## src/rtl/mrd_mem_pkt.sv

```systemverilog
// rtl/mrd_mem_pkt.sv - shared constants and types for the mixed-radix DFT input packer
package mrd_mem_pkt;

    localparam int WDATA   = 18;
    localparam int WPTS    = 12;
    localparam int LANES   = 4;
    localparam int MIN_PTS = 12;
    localparam int MAX_PTS = 1200;

    typedef logic signed [WDATA-1:0] lane_t;

    typedef enum logic [1:0] {
        IDLE    = 2'd0,
        PACK    = 2'd1,
        DISCARD = 2'd2
    } in_pack_st_t;

endpackage

```

## src/rtl/mrd_lane_acc.sv

```systemverilog
// rtl/mrd_lane_acc.sv - 4-lane write-by-index sample buffer with zero-on-clear
module mrd_lane_acc
    import mrd_mem_pkt::*;
#(
    parameter int wDATA = WDATA
) (
    input  logic                   clk,
    input  logic                   rst_n,
    input  logic                   clr,
    input  logic                   wr_en,
    input  logic [1:0]             wr_idx,
    input  logic [wDATA-1:0]       wr_real,
    input  logic [wDATA-1:0]       wr_imag,
    output logic [LANES*wDATA-1:0] lanes_real,
    output logic [LANES*wDATA-1:0] lanes_imag
);

    logic [wDATA-1:0] re_q [LANES];
    logic [wDATA-1:0] im_q [LANES];

    // a write beats a clear on its own lane so a restart can seed lane 0 while zeroing the rest
    always_ff @(posedge clk) begin
        for (int k = 0; k < LANES; k++) begin
            if (!rst_n) begin
                re_q[k] <= '0;
                im_q[k] <= '0;
            end else if (wr_en && (wr_idx == k[1:0])) begin
                re_q[k] <= wr_real;
                im_q[k] <= wr_imag;
            end else if (clr) begin
                re_q[k] <= '0;
                im_q[k] <= '0;
            end
        end
    end

    for (genvar g = 0; g < LANES; g++) begin : g_flat
        assign lanes_real[g*wDATA +: wDATA] = re_q[g];
        assign lanes_imag[g*wDATA +: wDATA] = im_q[g];
    end

endmodule

```

## src/rtl/mrd_in_pack_p4.sv

```systemverilog
// rtl/mrd_in_pack_p4.sv - 1-to-4 lane input packer with length check; err_cnt under MRD_IN_PACK_ERRCNT_EN
module mrd_in_pack_p4
    import mrd_mem_pkt::*;
#(
    parameter int wDATA   = WDATA,
    parameter int wPTS    = WPTS,
    parameter int MAX_PTS = mrd_mem_pkt::MAX_PTS
) (
    input  logic                   clk,
    input  logic                   rst_n,
    input  logic                   in_valid,
    input  logic                   in_sop,
    input  logic                   in_eop,
    input  logic [wDATA-1:0]       in_real,
    input  logic [wDATA-1:0]       in_imag,
    input  logic [wPTS-1:0]        in_dftpts,
    input  logic [5:0]             in_size,
    input  logic                   mem_sink_ready,
    output logic                   in_ready,
    output logic                   out_valid,
    output logic                   out_sop,
    output logic                   out_eop,
    output logic [LANES*wDATA-1:0] out_real,
    output logic [LANES*wDATA-1:0] out_imag,
    output logic [wPTS-1:0]        out_dftpts,
    output logic [5:0]             out_size,
    output logic                   err_len,
    output logic                   err_drop
`ifdef MRD_IN_PACK_ERRCNT_EN
    ,
    output logic [15:0]            err_cnt
`endif
);

    in_pack_st_t state_q, state_d;
    logic [wPTS-1:0] cnt_q, cnt_d;
    logic            first_q, first_d;

    logic            acc_clr, acc_wr;
    logic [1:0]      acc_idx;
    logic [LANES*wDATA-1:0] acc_real, acc_imag;
    logic [LANES*wDATA-1:0] word_real, word_imag;

    logic emit, emit_sop, emit_eop, emit_merge;
    logic len_err, drop_err, sop_try, admit;
    logic legal, at_last;

    assign in_ready = (state_q == IDLE) && mem_sink_ready;
    assign legal    = (in_dftpts >= wPTS'(MIN_PTS)) && (in_dftpts <= wPTS'(MAX_PTS))
                      && (in_dftpts[1:0] == 2'b00);
    // out_dftpts doubles as the length register of the packet in flight
    assign at_last  = (cnt_q == out_dftpts - wPTS'(1));

    mrd_lane_acc #(.wDATA(wDATA)) u_acc (
        .clk        (clk),
        .rst_n      (rst_n),
        .clr        (acc_clr),
        .wr_en      (acc_wr),
        .wr_idx     (acc_idx),
        .wr_real    (in_real),
        .wr_imag    (in_imag),
        .lanes_real (acc_real),
        .lanes_imag (acc_imag)
    );

    // next state, lane writes and word emission; a sop inside PACK flushes then restarts
    always_comb begin
        state_d    = state_q;
        cnt_d      = cnt_q;
        first_d    = first_q;
        acc_clr    = 1'b0;
        acc_wr     = 1'b0;
        acc_idx    = cnt_q[1:0];
        emit       = 1'b0;
        emit_sop   = 1'b0;
        emit_eop   = 1'b0;
        emit_merge = 1'b0;
        len_err    = 1'b0;
        drop_err   = 1'b0;
        sop_try    = 1'b0;
        admit      = 1'b0;
        case (state_q)
            IDLE: begin
                if (in_valid && in_sop) sop_try = 1'b1;
            end
            PACK: begin
                if (in_valid && in_sop) begin
                    emit     = 1'b1;
                    emit_sop = first_q;
                    emit_eop = 1'b1;
                    len_err  = 1'b1;
                    acc_clr  = 1'b1;
                    sop_try  = 1'b1;
                end else if (in_valid) begin
                    emit_merge = 1'b1;
                    if (in_eop || at_last) begin
                        emit     = 1'b1;
                        emit_sop = first_q;
                        emit_eop = 1'b1;
                        len_err  = !(in_eop && at_last);
                        acc_clr  = 1'b1;
                        state_d  = in_eop ? IDLE : DISCARD;
                    end else begin
                        cnt_d = cnt_q + wPTS'(1);
                        if (cnt_q[1:0] == 2'd3) begin
                            emit     = 1'b1;
                            emit_sop = first_q;
                            acc_clr  = 1'b1;
                            first_d  = 1'b0;
                        end else begin
                            acc_wr = 1'b1;
                        end
                    end
                end
            end
            DISCARD: begin
                if (in_valid && in_eop) state_d = IDLE;
            end
            default: state_d = IDLE;
        endcase
        // a single-sample packet (sop with eop) can never meet the minimum length, so it is rejected
        if (sop_try) begin
            if (mem_sink_ready && legal && !in_eop) begin
                admit   = 1'b1;
                state_d = PACK;
                cnt_d   = wPTS'(1);
                first_d = 1'b1;
                acc_clr = 1'b1;
                acc_wr  = 1'b1;
                acc_idx = 2'd0;
            end else begin
                drop_err = 1'b1;
                state_d  = in_eop ? IDLE : DISCARD;
            end
        end
    end

    // the word closed by this cycle's sample includes that sample on top of the buffered lanes
    always_comb begin
        word_real = acc_real;
        word_imag = acc_imag;
        if (emit_merge) begin
            word_real[cnt_q[1:0]*wDATA +: wDATA] = in_real;
            word_imag[cnt_q[1:0]*wDATA +: wDATA] = in_imag;
        end
    end

    // state, counters and the output register, which is independent of the lane buffer
    always_ff @(posedge clk) begin
        if (!rst_n) begin
            state_q    <= IDLE;
            cnt_q      <= '0;
            first_q    <= 1'b0;
            out_valid  <= 1'b0;
            out_sop    <= 1'b0;
            out_eop    <= 1'b0;
            out_real   <= '0;
            out_imag   <= '0;
            out_dftpts <= '0;
            out_size   <= '0;
            err_len    <= 1'b0;
            err_drop   <= 1'b0;
        end else begin
            state_q   <= state_d;
            cnt_q     <= cnt_d;
            first_q   <= first_d;
            out_valid <= emit;
            out_sop   <= emit_sop;
            out_eop   <= emit_eop;
            err_len   <= len_err;
            err_drop  <= drop_err;
            if (emit) begin
                out_real <= word_real;
                out_imag <= word_imag;
            end
            if (admit) begin
                out_dftpts <= in_dftpts;
                out_size   <= in_size;
            end
        end
    end

`ifdef MRD_IN_PACK_ERRCNT_EN
    // saturating error counter; simultaneous length and drop errors count once
    always_ff @(posedge clk) begin
        if (!rst_n) begin
            err_cnt <= '0;
        end else if ((len_err || drop_err) && (err_cnt != 16'hFFFF)) begin
            err_cnt <= err_cnt + 16'd1;
        end
    end
`endif

endmodule

```

## config.mk

```make
export PLATFORM = sky130hd
export DESIGN_NAME = mrd_in_pack_p4
export DESIGN_NICKNAME = d
export VERILOG_FILES = /design/src/rtl/mrd_mem_pkt.sv /design/src/rtl/mrd_lane_acc.sv /design/src/rtl/mrd_in_pack_p4.sv
export SDC_FILE = /design/constraint.sdc
export NUM_CORES = 1
export LEC_CHECK = 0
export CORE_MARGIN = 1.5
export CORE_UTILIZATION = 31
export DETAILED_ROUTE_END_ITERATION = 8
export GPL_TIMING_DRIVEN = 0
export SLEW_MARGIN = 40
export SYNTH_ARGS = -nofsm -noshare
export SYNTH_HDL_FRONTEND = slang
export SYNTH_HIERARCHICAL = 1
export SYNTH_SLANG_ARGS = --single-unit
```

## constraint.sdc

```tcl
create_clock -name clk -period 7.8 [get_ports clk]
set_clock_uncertainty 0.15 [all_clocks]
set_input_delay 2.34 -clock clk [delete_from_list [all_inputs] [get_ports clk]]
set_output_delay 2.34 -clock clk [all_outputs]
set_load 0.01 [all_outputs]
```

# [Word level (Yosys, flattened, before mapping)]
# Memory sizes are Yosys's and may differ from the RTL's.
# Cells that the tools add are included.
[word_totals] regBits=182 ram_bits=144 inputBits=60 output_inout_bits=168 word_cells=174 mem_count=2
[mem_list] memory="u_acc.im_q" depth=4 width=18 read_ports=4 rd_clocked_by_memory_dff=0 wr=4 line="mrd_lane_acc.sv:19" rtl="logic [wDATA-1:0] im_q [LANES];"
[mem_list] memory="u_acc.re_q" depth=4 width=18 read_ports=4 rd_clocked_by_memory_dff=0 wr=4 line="mrd_lane_acc.sv:18" rtl="logic [wDATA-1:0] re_q [LANES];"
[op_classes] n_addsub=3 n_mul=1 order_cmp=2 eq_ne=12 shift=3 n_mux=101 bitwise=16 reduce_logical=22
[op_table] cell="2-to-1 mux 18 bit" count=16
[op_table] cell="bitwise mux 72 bit" count=2
[op_table] cell="2-to-1 mux 72 bit" count=2
[op_table] cell="variable part select 18 x 34 -> 72 bit" count=2
[op_table] cell="2-to-1 mux 12 bit" count=6
[op_table] cell="variable shift 18 x 34 -> 72 bit (first input constant)" count=1
[op_table] cell="2-to-1 mux 1 bit" count=65
[op_table] cell="negation 7 -> 34 bit" count=1
[op_table] cell="2-to-1 mux 2 bit" count=9
[op_table] cell="OR 1 bit" count=16
[op_table] cell="adder 12 x 1 -> 12 bit (second input constant)" count=1
[op_table] cell="equality test 12 bit" count=1
[op_table] cell=">= comparator 12 x 4 -> 1 bit (second input constant)" count=1
[op_table] cell="<= comparator 12 x 11 -> 1 bit (second input constant)" count=1
[op_table] cell="logical AND 1 bit" count=12
[op_table] cell="inequality test 3 bit (second input constant)" count=4
[op_table] cell="subtractor 12 x 1 -> 12 bit (second input constant)" count=1
[op_table] cell="equality test 2 bit (second input constant)" count=4
[op_table] cell="logical NOT 2 bit" count=3
[op_table] cell="multiplier 2 x 4 -> 6 bit (second input constant)" count=1
[op_table] cell="case mux 2 bit (3 select lines)" count=1
[op_table] cell="AND reduction 5 bit" count=1
[op_table] cell="equality test 2 x 1 -> 1 bit (second input constant)" count=2
[op_table] cell="AND reduction 2 bit" count=2
[op_table] cell="other kinds (4)" count=5

# [Logic depth before layout (Yosys ltp)]
[logic_depth] ltp_word=15 mapped_depth=16

# [Hierarchy]
# Netlist, hierarchy kept.
[modules_own_cells] mod="mrd_in_pack_p4" n_inst=1 cells_each=1192 area_each_um2=9927.0
[modules_own_cells] mod="mrd_lane_acc" n_inst=1 cells_each=315 area_each_um2=5540.3

# [Worst setup path after synthesis]
# No wires, ideal clock.
[synth_path] path_type="input to register" start="input port in_dftpts[0]" end="memory u_acc/im_q[0][0] (netlist bit) (enable)" setup_ns=0.479 arrival_ns=6.293 t_required_ns=7.171 slack_ns=0.878 cell_stages=7 path_cell_list="nor4b_1 > and4_1 > clkbuf_1 > buf_2 > a21oi_1 > nand2b_1 > o21ai_0"
[synth_lines] item="from (decl)" line="mrd_in_pack_p4.sv:16" rtl="input logic [wPTS-1:0] in_dftpts,"
[synth_lines] item="to (decl)" line="mrd_lane_acc.sv:19"

==> key figures <==
Routing
  – ANT nets after route: 0
  – Drt pass-1 iters: 5
  – DR iter-0 viols: 1292
  – Vias/cell: 5.59
  – # DRC: 0
  – Via count: 13900
  – WL final: 64.8 mm
  – WL per Instance: 26.2 um

Die
  – I/O pin total: 228
  – Row Count: 81
  – Total die area: 0.0512 mm2
  – Initial Utilization: 31.5%
  – Core region area: 0.0491 mm2
  – Chip width: 226 um
  – DIE HEIGHT: 226 um

Logic synthesis
  – Synth Cell Area: 0.0155 mm2
  – Sequential share of the synthesized area: 51.5%
  – YS warnings: 6
  – Leading cell type by number of instances after synthesis: dfxtp_1
  – Post-Syn Nets: 1575
  – Mapped Cells: 1507
  – Post-synth EDFFs: 144
  – Number of synthesized register bits: 326
  – Yosys top cell area share: 28.0%
  – Main flop type after synthesis: dfxtp_1
  – Synth area leaders: edfxtp_1 28%, dfxtp_1 24%, and2_1 5.0%
  – Post-synth cell types: 68
  – FFs w/ async S/R, synth: 0%
  – Post-synth top cells: 182 x dfxtp_1, 147 x nor2_1, 144 x edfxtp_1
  – Area leader, netlist: edfxtp_1
  – Mean Syn Cell Area: 10.3 um2

Global route
  – Total grt overflow: 0
  – Overall routing resource usage: 24.9%
  – Initial antenna violation count: 2
  – Largest net degree at the start of global routing: 19
  – Vias in the first global route: 13500
  – First-pass GRT wire length: 92.5 mm

STA
  – Fmax: 159 MHz
  – Final worst setup slack: 1.50 ns
  – Unrepaired setup endpoints after global routing: no
  – Pins Over Slew Limit: 0
  – Final hold violation count: 0
  – Max_slew headroom: 41.2%
  – Setup violators final: 0
  – Minimum clock period: 6.30 ns
  – Worst-margin pin slew: 0.882 ns
  – Period utilization: 80.8%

Clock network
  – Worst-Skew Late Latency: 0.57 ns
  – H-tree depth: 2
  – CTS sink cnt: 326
  – Post CTS Setup Buffer Count: 0
  – Post-CTS resize count: 0
  – TritonCTS clock tree: built
  – Root buf cell: clkbuf_16
  – Clk slew on worst S/H paths: 0.06 ns
  – Number of CTS-inserted buffers: 37
  – Cts hold-fix bufs: 0
  – Max Buffers Root-to-Sink: 3

Cells and area
  – Fill count: 4897
  – Layout Utilization: 40.8%
  – Area growth syn-to-layout: 29.4%
  – Final instance area: 0.0200 mm2
  – Final net count: 1852
  – Share of cells above drive strength 1: 10.7%
  – Diodes inserted: 0

Critical path
  – CP Class: in2reg
  – Startpoint types: primary input
  – Crit-path max cell delay: 0.71 ns
  – Crit path DAT: 6.46 ns
  – Critical Path End Type: flip-flop
  – CP max-delay cell: clkbuf_1
  – Critical Path Most Common Cell: clkbuf_1
  – Maximum net fanout on the critical path: 18
  – Crit path required time: 7.96 ns
  – CP Cell Sequence: clkdlybuf4s50_1 > inv_1 > ha_1 > nand2b_1 > o21ai_1 > clkbuf_1 > clkbuf_1 > nand2_1 > nor2b_1 > o21ai_4 > buf_16

Place
  – I/O Buffers: 227
  – Final GP Congestion: 0.982
  – Setup Slack @ Placement: 1.07 ns
  – Dpl cell area: 0.0188 mm2
  – DP Wirelength: 48.8 mm

Flow run
  – Max-cap violation count: 0

Run status
  – Status: finished, final reports clean

Pwr
  – Peak supply drop: 149 uV
  – Cell leakage power: 0.00693 uW
  – Power Density: 197 mW/mm2

Min path
  – Hold crit path type: reg2reg
per-stage QoR:
stage	TNS [ns]	instances	power [uW]	hold WS (ns)
3_3_place_gp	-260.05	2398	2210	0.290
3_5_place_dp	0	2407	2220	0.297
2_1_floorplan	0	1507	2030	0.282
4_1_cts	0	2475	3960	0.309
5_1_grt	0	2477	4060	0.325
6_report	0	2477	3950	0.306
cells by family (layout without fill, tap and decap cells):
family          count (synthesis)  after routing  share of synthesized area, %
simple gates                  560            560                          19.1
compound gates                393            393                          17.7
flops                         326            326                          51.5
buf+inv                       143            449                          4.61
mux                            51             51                          4.88
xor+xnor                       26             26                          1.47
fa+ha+maj                       8              8                         0.647
flip-flops by register name (all words and copies together), names as in the netlist:
| register | flops |
|---|---|
| err_drop | 1 |
| first_q | 1 |
| out_real | 72 |
| u_acc/im_q | 72 |
| err_len | 1 |
| out_imag | 72 |
| out_eop | 1 |
| state_q | 2 |
| out_sop | 1 |
| u_acc/re_q | 72 |
| cnt_q | 12 |
| out_dftpts | 12 |
| out_valid | 1 |
| out_size | 6 |
layout make-up:
cell class / count / area (um2) / share of cell area, %
Buffer: 129 / 662 / 3.31
Clock buffer: 51 / 1050 / 5.25
Clock inverter: 17 / 160 / 0.800
Inverter: 14 / 52.6 / 0.263
Multi-Input combinational cell: 1038 / 6850 / 34.2
Sequential cell: 326 / 7970 / 39.8
Tap cell: 664 / 831 / 4.15
Timing Repair Buffer: 238 / 2440 / 12.2
cell usage in the layout, fill, tap and decap left out, drive strengths merged, types with 18 or more instances in the layout:
cell | netlist | layout
a211oi | 55 | 55
a21oi | 82 | 82
a221oi | 46 | 46
a2bb2oi | 38 | 38
and2 | 152 | 152
buf | 64 | 74
clkbuf | 65 | 117
clkdlybuf4s50 | 0 | 227
dfxtp | 182 | 182
edfxtp | 144 | 144
mux2i | 27 | 27
mux4 | 19 | 19
nand2 | 83 | 83
nand3 | 48 | 48
nor2 | 147 | 147
nor3 | 60 | 60
o211ai | 25 | 25
o21ai | 75 | 75
xnor2 | 18 | 18
final timing paths:
path | startpoint | to | slack (ns) | cells after the start
hold reg to reg | out_real[9] | out_real[9] | 0.31 | 2
hold / removal | out_real[9] | out_real[9] | 0.31 | 2
setup / recovery | in_eop | u_acc/im_q[0][10] | 1.50 | 11
setup reg to reg | cnt_q[0] | u_acc/im_q[0][10] | 1.97 | 16
power by group:
| part | total, uW | internal [uW] | switching [uW] |
|---|---|---|---|
| Sequential | 1860 | 1830 | 24.2 |
| Combinational | 333 | 128 | 205 |
| Clock | 1760 | 1020 | 739 |
| Total | 3950 | 2980 | 969 |
critical path: cells and delay by family:
| kind | cells | cell delay, ns |
|---|---|---|
| adder cells (fa/ha/maj) | 1 | 0.32 |
| AO/OA/AOI/OAI | 2 | 0.69 |
| buffers and inverters | 5 | 2.18 |
| AND/OR/NAND/NOR | 3 | 0.90 |
routing by layer:
layer,track usage [%],share of wire [%]
met1,33.5,43
met2,39.4,45
met3,5.05,8.7
met4,9.46,3.8
met5,0,0
No activity file was read; power rests on OpenSTA's default activity.
